### config.mk
export PLATFORM = sky130hd
export DESIGN_NAME = mcycle_unit
export DESIGN_NICKNAME = d
export VERILOG_FILES = /design/src/rtl/mcycle_unit.sv
export SDC_FILE = /design/constraint.sdc
export NUM_CORES = 1
export LEC_CHECK = 0
export CAP_MARGIN = 20
export CORE_MARGIN = 2
export CORE_UTILIZATION = 36
export DETAILED_ROUTE_END_ITERATION = 16
export GPL_ROUTABILITY_DRIVEN = 0
export PLACE_DENSITY = 0.64
export SLEW_MARGIN = 20
export SYNTH_ARGS = -nofsm -noshare
export SYNTH_HDL_FRONTEND = slang
export SYNTH_SLANG_ARGS = --single-unit
### constraint.sdc
create_clock -name CLK -period 5.5 [get_ports CLK]
set_input_delay 1.375 -clock CLK [delete_from_list [all_inputs] [get_ports CLK]]
set_output_delay 1.375 -clock CLK [all_outputs]
set_load 0.02 [all_outputs]
### src/rtl/mcycle_unit.sv
// mcycle_unit: iterative unsigned multiply (shift-add) / divide (restoring), one bit per cycle.
// Ports: CLK, RESET (sync, active-high), Start/MCOp request from decoder, Operand1/Operand2 in;
//        Result1/Result2 double-width result, Busy (combinational stall), Done (one-cycle pulse).
// Latency: Busy for WIDTH+1 cycles from the accept cycle, Done in the cycle after; Start ignored while busy/done.
module mcycle_unit #(
  parameter int WIDTH = 32
) (
  input  logic             CLK,
  input  logic             RESET,
  input  logic             Start,
  input  logic [1:0]       MCOp,
  input  logic [WIDTH-1:0] Operand1,
  input  logic [WIDTH-1:0] Operand2,
  output logic [WIDTH-1:0] Result1,
  output logic [WIDTH-1:0] Result2,
  output logic             Busy,
  output logic             Done
);

  localparam int CW = $clog2(WIDTH + 1);

  typedef enum logic [1:0] {
    IDLE      = 2'd0,
    COMPUTING = 2'd1,
    DONE      = 2'd2
  } state_t;

  state_t             state, state_nxt;
  logic [CW-1:0]      count;
  logic               is_div;
  logic [WIDTH-1:0]   opa;      // multiplicand (multiply only)
  logic [WIDTH-1:0]   opb;      // multiplier (shifts right) or divisor (static)
  // Multiply: {upper partial sum, product bits shifted out}.
  // Divide:   {remainder, dividend bits being replaced by quotient bits}.
  logic [2*WIDTH-1:0] acc, acc_nxt;
  logic [WIDTH:0]     mul_sum, div_shift, div_trial;
  logic               accept, last_iter;

  assign accept    = (state == IDLE) && Start && (MCOp == 2'b01 || MCOp == 2'b10);
  assign last_iter = (count == CW'(WIDTH - 1));
  assign Busy      = accept || (state == COMPUTING);
  assign Done      = (state == DONE);

  // One iteration of the selected algorithm.
  always_comb begin
    mul_sum   = {1'b0, acc[2*WIDTH-1:WIDTH]} + (opb[0] ? {1'b0, opa} : '0);
    div_shift = acc[2*WIDTH-1:WIDTH-1];
    // remainder < divisor, so the shifted remainder is < 2*divisor and the
    // WIDTH+1-bit difference carries a valid sign in its MSB.
    div_trial = div_shift - {1'b0, opb};
    acc_nxt   = acc;
    if (is_div) begin
      if (!div_trial[WIDTH]) acc_nxt = {div_trial[WIDTH-1:0], acc[WIDTH-2:0], 1'b1};
      else                   acc_nxt = {div_shift[WIDTH-1:0], acc[WIDTH-2:0], 1'b0};
    end else begin
      // Carry of the add becomes the top bit after the right shift.
      acc_nxt = {mul_sum, acc[WIDTH-1:1]};
    end
  end

  always_comb begin
    state_nxt = state;
    case (state)
      IDLE:      if (accept) state_nxt = COMPUTING;
      COMPUTING: if (last_iter) state_nxt = DONE;
      DONE:      state_nxt = IDLE;
      default:   state_nxt = IDLE;
    endcase
  end

  always_ff @(posedge CLK) begin
    if (RESET) begin
      state   <= IDLE;
      count   <= '0;
      is_div  <= 1'b0;
      opa     <= '0;
      opb     <= '0;
      acc     <= '0;
      Result1 <= '0;
      Result2 <= '0;
    end else begin
      state <= state_nxt;
      case (state)
        IDLE: begin
          if (accept) begin
            is_div <= (MCOp == 2'b10);
            opa    <= Operand1;
            opb    <= Operand2;
            acc    <= (MCOp == 2'b10) ? {{WIDTH{1'b0}}, Operand1} : '0;
            count  <= '0;
          end
        end
        COMPUTING: begin
          acc   <= acc_nxt;
          count <= count + CW'(1);
          if (!is_div) opb <= opb >> 1;
          if (last_iter) begin
            Result1 <= acc_nxt[WIDTH-1:0];
            Result2 <= acc_nxt[2*WIDTH-1:WIDTH];
          end
        end
        default: ;
      endcase
    end
  end

endmodule

==> flow_metrics.tcl <==
set metrics [dict create \
    status "finished, final reports clean" \
    fillers 3303 \
    grt_setup_unrepaired "no" \
    fmax_ghz 0.214 \
    clk_latency_ps 540 \
    die_h_um 188 \
    routed_wl_mm 38.9 \
    worstPathMaxFanout 2 \
    r2r_setup_slack_ps 1460 \
    hold_violations 0 \
    grt_max_degree 82 \
    core_area_um2 33400 \
    synth_warnings 0 \
    synth_top_family_by_area "compound AO/OA/AOI/OAI gates" \
    start_util 0.364 \
    fp-row-count 67 \
    wl_per_cell_um 18.5 \
    clkTransAtPathRegs_ps 60 \
    grt_pass1_wl_mm 62.0 \
    cp_num_buf_inv 4 \
    antenna_found_initial 2 \
    ys_async_sr_fraction 0 \
    grt_pass1_vias 11300 \
    cts_setup_buffers 0 \
    cts_sinks 201 \
    dp_cells 2056 \
    areaGrowthSynthToFinish_pct 20.3 \
    io_pins 135 \
    synth-seq-cells 201 \
    vdd_drop_max_v 0.000214 \
    cts_tree "done" \
    htreeDepth 1 \
    setup_viol 0 \
    synth-xor-area-share 0.0381 \
    grt_overflow_total 0 \
    cts_resized 0 \
    synthTopCellsByCount "nand2_1, dfxtp_1, nor2_1, a21oi_1, clkbuf_1" \
    min_period_ps 4670 \
    cp-end-kind "output port" \
    antennaDiodeCount 0 \
    portBuffers 134 \
    avgViaCountPerCell 5.65 \
    use_met3 0.0331 \
    critPathKind "in -> out" \
    dr.pass1.iters 5 \
    cpLargestDelayFamily "buffers and inverters" \
    yosysSeqAreaShare 0.330 \
    yosysMostFrequentCell "nand2_1" \
    drt_iter0_markers 929 \
    maxCapViolations 0 \
    synth_edf_count 0 \
    hold_buffers 0 \
    worst-endpoint-arrival_ps 3290 \
    fin_nets 1771 \
    synth-simple-area-share 0.196 \
    fin_skew_ps 18.2 \
    cts_buffers 24 \
    netlist_area_um2 12200 \
    use_met2 0.349 \
    start_kind "primary input" \
    postRouteAntennaNets 0 \
    die_area_um2 35300 \
    slowest_stage "clkdlybuf4s50_1" \
    p_leak_uw 0.00573 \
    synth_compound_area_frac 0.265 \
    top_usage_layer "met2" \
    synthDistinctLibCells 80 \
    vias 11900 \
    avgSynthCellArea_um2 7.79 \
    synthDominantCellAreaShare 0.330 \
    syn_nets 1701 \
    fin_cells 2099 \
    p_per_area_nw_per_um2 277 \
    synth_area_leader_cell "dfxtp_1" \
    post-route-period-util 0.849 \
    grtUsageTotal 0.215 \
    hold_class "reg -> reg" \
    maxSlewViolCount 0 \
    tns_ps 0 \
    ys.flop_type "dfxtp_1" \
    drc_errors 0 \
    cpPeakStageDelay_ps 610 \
    tightest_slew_ps 1040 \
    drive_above_1_share 0.0654 \
    synth_fa_ha_area_frac 0.0711 \
    worstPathRequired_ps 4120 \
    slew_headroom 0.308 \
    clockBufferDepth 3 \
    cts-root-buf "clkbuf_16" \
    crit_path_cell_trace "clkdlybuf4s50_1 > inv_1 > ha_1 > nor4b_4 > nor2_1 > inv_1 > clkdlybuf4s50_1" \
    synthCells 1564 \
    muxShareOfSynthArea 0.0478 \
    netlist_top_cells_area "dfxtp_1, ha_1, nand2_1" \
    dp_hpwl_mm 27.8 \
    die-width_um 188 \
    met1_usage 0.296 \
]
final timing paths:
| path | from | cells past startpoint | end |
|---|---|---|---|
| hold / removal | Result1[21] | 2 | Result1[21] |
| hold reg to reg | Result1[21] | 2 | Result1[21] |
| setup reg to reg | opb[0] | 14 | Result2[20] |
| setup / recovery | MCOp[0] | 7 | Busy |
per-layer routing:
metal / wire length [um] / up-vias
met5: 15 / -
met4: 1040 / 2
met3: 2620 / 72
met2: 17400 / 424
met1: 17900 / 5603
li1: - / 5760
area by class of cell:
cell class / count / area [um^2] / share of cell area
sequential: 201 / 4030 / 0.275
timing repair buffer: 150 / 1470 / 0.100
clock inverter: 10 / 121 / 0.00828
tap: 448 / 561 / 0.0382
multi-input combinational: 1201 / 7560 / 0.516
clock buffer: 33 / 706 / 0.0481
inverter: 56 / 210 / 0.0143
report_power, final:
group / leakage, uW / internal, uW / switching (uW)
registers: 0.00164 / 1530 / 64.0
clock network: 0.000407 / 993 / 655
logic: 0.00368 / 318 / 499
total: 0.00573 / 2840 / 1220
through the flow:
| stage | cell area [um^2] | hold WS [ps] | setup slack (ps) | power (uW) | utilization |
|---|---|---|---|---|---|
| after floorplan | 12200 | 432 | 1180 | 2190 | - |
| after global placement | 13800 | 440 | 815 | 2420 | 0.413 |
| after detailed placement | 13800 | 445 | 833 | 2430 | 0.413 |
| after CTS | 14700 | 454 | 816 | 4080 | 0.438 |
| after global routing | 14700 | 475 | 749 | 4250 | 0.438 |
| final | 14700 | 452 | 830 | 4060 | 0.438 |
flip-flops by register name, summed over array words and instances (netlist names):
register / flops
opb: 32
opa: 32
count: 6
Result1: 32
is_div: 1
acc: 64
Result2: 32
state: 2
cells by family (layout without fill, tap and decap cells):
group / Yosys count / after routing
AOI/OAI and AO/OA: 480 / 480
DFF: 201 / 201
adders and majority gates: 68 / 68
and+or+nand+nor: 545 / 545
buffers and inverters: 162 / 249
muxes: 55 / 55
xor gates and xnor gates: 53 / 53
cell usage in the layout, fill, tap and decap left out, types with 9 or more instances in the layout:
cell,n
nor3_1,21
o221ai_1,19
nand4_1,10
dfxtp_1,200
inv_1,56
buf_4,16
a311oi_1,35
ha_1,66
xnor2_1,32
nor2b_1,9
xor2_1,21
a221oi_1,13
o211ai_1,9
clkbuf_16,25
nand2_1,208
a211oi_1,33
mux2_2,20
and3_1,13
mux2i_1,33
a32o_1,9
a21oi_1,134
a31oi_1,19
nor2_1,196
clkdlybuf4s50_1,133
o21ai_0,92
and2_1,36
nand3_1,23
a21o_1,25
a22o_1,11
worst register-to-register path: cells and delay by family (launching register included):
kind / cells / cell delay (ps)
AO/OA/AOI/OAI: 5 / 1200
adder cells (fa/ha/maj): 2 / 630
flip-flops: 1 / 300
buffers and inverters: 3 / 590
AND/OR/NAND/NOR: 3 / 860
multiplexers: 1 / 350
Note: power is estimated with default switching activity, not from simulation.
==> RTL change 1 (config.mk and constraints unchanged) <==
The parameter `WIDTH` goes from 32 to 64.
--- a/src/rtl/mcycle_unit.sv
+++ b/src/rtl/mcycle_unit.sv
@@ -5,3 +5,3 @@
 module mcycle_unit #(
-  parameter int WIDTH = 32
+  parameter int WIDTH = 64
 ) (
Ports: changed (resized Operand1, Operand2, Result1 and Result2); port bits go from 135 to 263. No check against the original RTL was run, so the function may have changed too.
==> RTL change 1 against the unedited design <==
Register-to-register slack worse by 0.43 ns. Setup slack worse by 0.28 ns. Largest cell class unchanged. Power is 89% higher. Combinational power is 84% higher. Area after synthesis is 100% higher. Sequential power is 92% higher. Sequential cell count is 193 higher. Die area is 100% higher. Clock power is 88% higher. Via count is 110% higher. Cell area is 100% higher. Wire length is 120% higher.
==> RTL change 1: results (changes against the unedited design) <==
static leakage=0.0112 µW (was 0.00573 µW); WHS Endpoint=opa[6]$_SDFFE_PP0P_ (was Result1[21]$_SDFFE_PP0P_); worst r2r src=acc[63]$_SDFFE_PP0P_ (was opb[0]$_SDFFE_PP0P_); Synth Area in Compound Gates=27.3% (was 26.5%); Fillers=7091 (was 3303); first-pass GRT wire length=131000 µm (was 62000 µm); Port Buffers=262 (was 134); Clock-cell share=5.07% (was 5.64%); CTS buffer count=45 (was 24); clk_skew=0.0204 ns (was 0.0182 ns); Synth-to-Final Area Change=18.7% (was 20.3%); HPWL after detailed placement=64200 µm (was 27800 µm); nets@finish=3666 (was 1771); Inverters excl. clock=102 (was 56); multi-input logic cell count=2565 (was 1201); first-pass iteration count of the detailed router=6 (was 5); NonClk Buf Share=9.84% (was 10.0%); # diodes=2 (was 0); drt via density=5.64 (was 5.65); Post-Synthesis Cells=3293 (was 1564); worst hold start=opa[6]$_SDFFE_PP0P_ (was Result1[21]$_SDFFE_PP0P_); Via Count=24.6k (was 11.9k); outcome=complete, no violations (unchanged); fraction of area in multi-input gates=53.2% (was 51.6%); Synth Area in XOR/XNOR=3.27% (was 3.81%); Synth Net Count=3558 (was 1701); GRT Util Overall=23.3% (was 21.5%)
==> RTL change 1: cell count changes in the layout (fill, tap and decap cells not counted), moves of 33 or more <==
cell | before | now
inv_1 | 56 | 99
mux2i_1 | 33 | 79
o21ai_0 | 92 | 180
dfxtp_1 | 200 | 393
nand4_1 | 10 | 52
a221oi_1 | 13 | 69
clkdlybuf4s50_1 | 133 | 261
nand2_1 | 208 | 484
nor2_1 | 196 | 411
and2_1 | 36 | 69
a211oi_1 | 33 | 91
a21oi_1 | 134 | 300
ha_1 | 66 | 130
==> RTL change 1: per-layer routing <==
layer / global-route usage (%) / vias to the layer above / share of wire [%]
met1: 35.0 / 11600 / 48
met2: 33.6 / 886 / 41
li1: - / 12100 / -
met3: 4.00 / 124 / 8.1
met4: 6.64 / 2 / 2.7
met5: 0 / - / 0.019
==> RTL change 1: power by group <==
part,leakage (µW),switching (µW),internal (µW)
combinational,0.00727,966,535
clock,0.000731,1310,1790
sequential,0.00320,97.9,2960
==> RTL change 1: worst max-delay path by stage <==
| stage | from | end | slack, ns |
|---|---|---|---|
| 6_report | MCOp[0] | Busy | 0.55 |
| 5_1_grt | MCOp[0] | Busy | 0.39 |
| 4_1_cts | MCOp[0] | Busy | 0.52 |
| 3_5_place_dp | MCOp[0] | Busy | 0.53 |
| 3_3_place_gp | MCOp[0] | Busy | 0.51 |
| 2_1_floorplan | MCOp[0] | Busy | 1.62 |
==> RTL change 1: worst max-delay path: stages <==
cell and delay [ns]:
clkdlybuf4s50_1 0.45, inv_1 0.04, ha_1 0.33, nor4b_2 0.46, nor2_4 0.09, inv_1 0.14
clkdlybuf4s50_1 0.69
==> RTL change 2 (config.mk and constraints unchanged) <==
Made on the original files. Encoding of `state_t`: now one-hot (3 bits for 3 states).
--- a/src/rtl/mcycle_unit.sv
+++ b/src/rtl/mcycle_unit.sv
@@ -21,6 +21,6 @@
 
-  typedef enum logic [1:0] {
-    IDLE      = 2'd0,
-    COMPUTING = 2'd1,
-    DONE      = 2'd2
+  typedef enum logic [2:0] {
+    IDLE      = 3'b001,
+    COMPUTING = 3'b010,
+    DONE      = 3'b100
   } state_t;
Check against the original RTL: no difference found for any inputs over 10 cycles, from zero or initial values and one cycle with RESET high; not proved beyond that.
==> RTL change 2 against the unedited design <==
Wire length down 7.6%. Global-route usage down 2.0 points. Power down 6.3%. Sequential cell count up 1. Setup slack worse by 0.36 ns. Critical path depth unchanged. Cell area up 0.64%. Area after synthesis up 0.98%. Synthesized cell count down 0.51%.
==> RTL change 2: results (changes against the unedited design) <==
static leakage=0.00568 µW (was 0.00573 µW); initial antenna violation count=1 (was 2); grt met1 use=30.0% (was 29.6%); routed len/inst=17.3 µm (was 18.5 µm); nets@finish=1753 (was 1771); Iter 0 DRT Violations=882 (was 929); Worst path slowest cell=clkdlybuf4s50_1 (unchanged); GRT Util Overall=19.6% (was 21.5%); outcome=complete, no violations (unchanged); HPWL after detailed placement=25700 µm (was 27800 µm); routing usage on met2=28.8% (was 34.9%); multiplexer share of the synthesized area=4.42% (was 4.78%); met3 GRT Util=2.91% (was 3.31%); Via Count=11.5k (was 11.9k); Post-synth top cells=nand2_1 (232), dfxtp_1 (202), nor2_1 (125), a21oi_1 (124), a211oi_1 (122) (was nand2_1 (208), dfxtp_1 (201), nor2_1 (197), a21oi_1 (134), clkbuf_1 (93)); pin count of the biggest net entering global routing=105 (was 82); max incr delay on CP=0.65 ns (was 0.61 ns); fraction of layout cells with a size suffix above 1=5.51% (was 6.54%); Peak supply drop=0.212 mV (was 0.214 mV); Place WS=0.489 ns (was 0.833 ns); worst-skew pair later-pin latency=0.54 ns (about the same); crit-path max FO=7 (was 2); first-pass GRT wire length=57900 µm (was 62000 µm); Sw Pwr=1030 µW (was 1220 µW); critical path arrival=3.65 ns (was 3.29 ns); first-pass iteration count of the detailed router=6 (was 5); vias in the first global route=10.8k (was 11.3k); Fillers=3326 (was 3303); Worst slew margin=28.0% (was 30.8%); Synth area leaders=dfxtp_1 (33%), a211oi_1 (7.4%), nand2_1 (7.1%) (was dfxtp_1 (33%), ha_1 (6.8%), nand2_1 (6.4%)); Synth Area in Compound Gates=27.9% (was 26.5%); Synth Area in XOR/XNOR=3.61% (was 3.81%)
RTL change 2: cell types whose count changed after synthesis, sizes merged, moves of 7 or more:
cell,before,now
nand2,208,232
o21ai,98,69
a21oi,136,124
o221ai,19,1
clkbuf,93,102
o211ai,9,16
a221oi,14,1
nor2,198,125
nor3,23,12
mux2i,33,42
mux2,22,11
a211oi,35,122
and3,13,45
inv,56,47
RTL change 2: worst min-delay path, cell delays in order, from the launching register on:
cell	delay, ns
dfxtp_1	0.30
nand2_1	0.05
a21oi_1	0.05
RTL change 2: final cells by class:
cell class	count	area, µm²	area share [%]
Clock buffer	30	633	4.29
Inverter	47	176	1.20
Tap cell	448	561	3.80
Timing Repair Buffer	149	1450	9.84
Sequential cell	202	4050	27.4
Multi-Input combinational cell	1192	7670	52.0
Clock inverter	14	216	1.47
RTL change 2: final timing paths:
path / startpoint / end / slack [ns] / depth (start not counted)
hold reg to reg: opa[1]$_SDFFE_PP0P_ / opa[1]$_SDFFE_PP0P_ / 0.45 / 2
setup / recovery: MCOp[0] / Busy / 0.47 / 7
setup reg to reg: opb[0]$_SDFFE_PP0P_ / Result2[21]$_SDFFE_PP0P_ / 1.31 / 14
hold / removal: opa[1]$_SDFFE_PP0P_ / opa[1]$_SDFFE_PP0P_ / 0.45 / 2
RTL change 2: through the flow:
step / cell area (µm²) / power [µW] / instances / hold slack (ns) / util (%)
3_5_place_dp: 13900 / 2110 / 2038 / 0.444 / 41.4
2_1_floorplan: 12300 / 1940 / 1556 / 0.432 / -
3_3_place_gp: 13900 / 2100 / 2038 / 0.438 / 41.4
4_1_cts: 14800 / 3830 / 2082 / 0.452 / 43.9
6_report: 14800 / 3800 / 2082 / 0.450 / 43.9
5_1_grt: 14800 / 3950 / 2082 / 0.464 / 43.9
RTL change 2: logic make-up after synthesis:
| kind of cell | Yosys count |
|---|---|
| AND/OR/NAND/NOR | 520 |
| AO/OA/AOI/OAI | 502 |
| flip-flops | 202 |
| buffers and inverters | 162 |
| adder cells (fa/ha/maj) | 68 |
| multiplexers | 53 |
| XOR/XNOR | 49 |
RTL change 2: metal layers:
metal | vias up | part of all wire [%] | routed length, µm
met1 | 5308 | 51 | 18300
met2 | 381 | 41 | 14700
met5 | - | 0 | 0
met3 | 43 | 6.4 | 2300
li1 | 5789 | - | -
met4 | 0 | 1.8 | 650
RTL change 2: power groups by stage:
stage	combinational (µW)	sequential (µW)	clock, µW
floorplan	381	1560	0
global placement	526	1580	0
detailed placement	530	1580	0
CTS	535	1550	1750
global route	596	1550	1810
finish	539	1550	1720
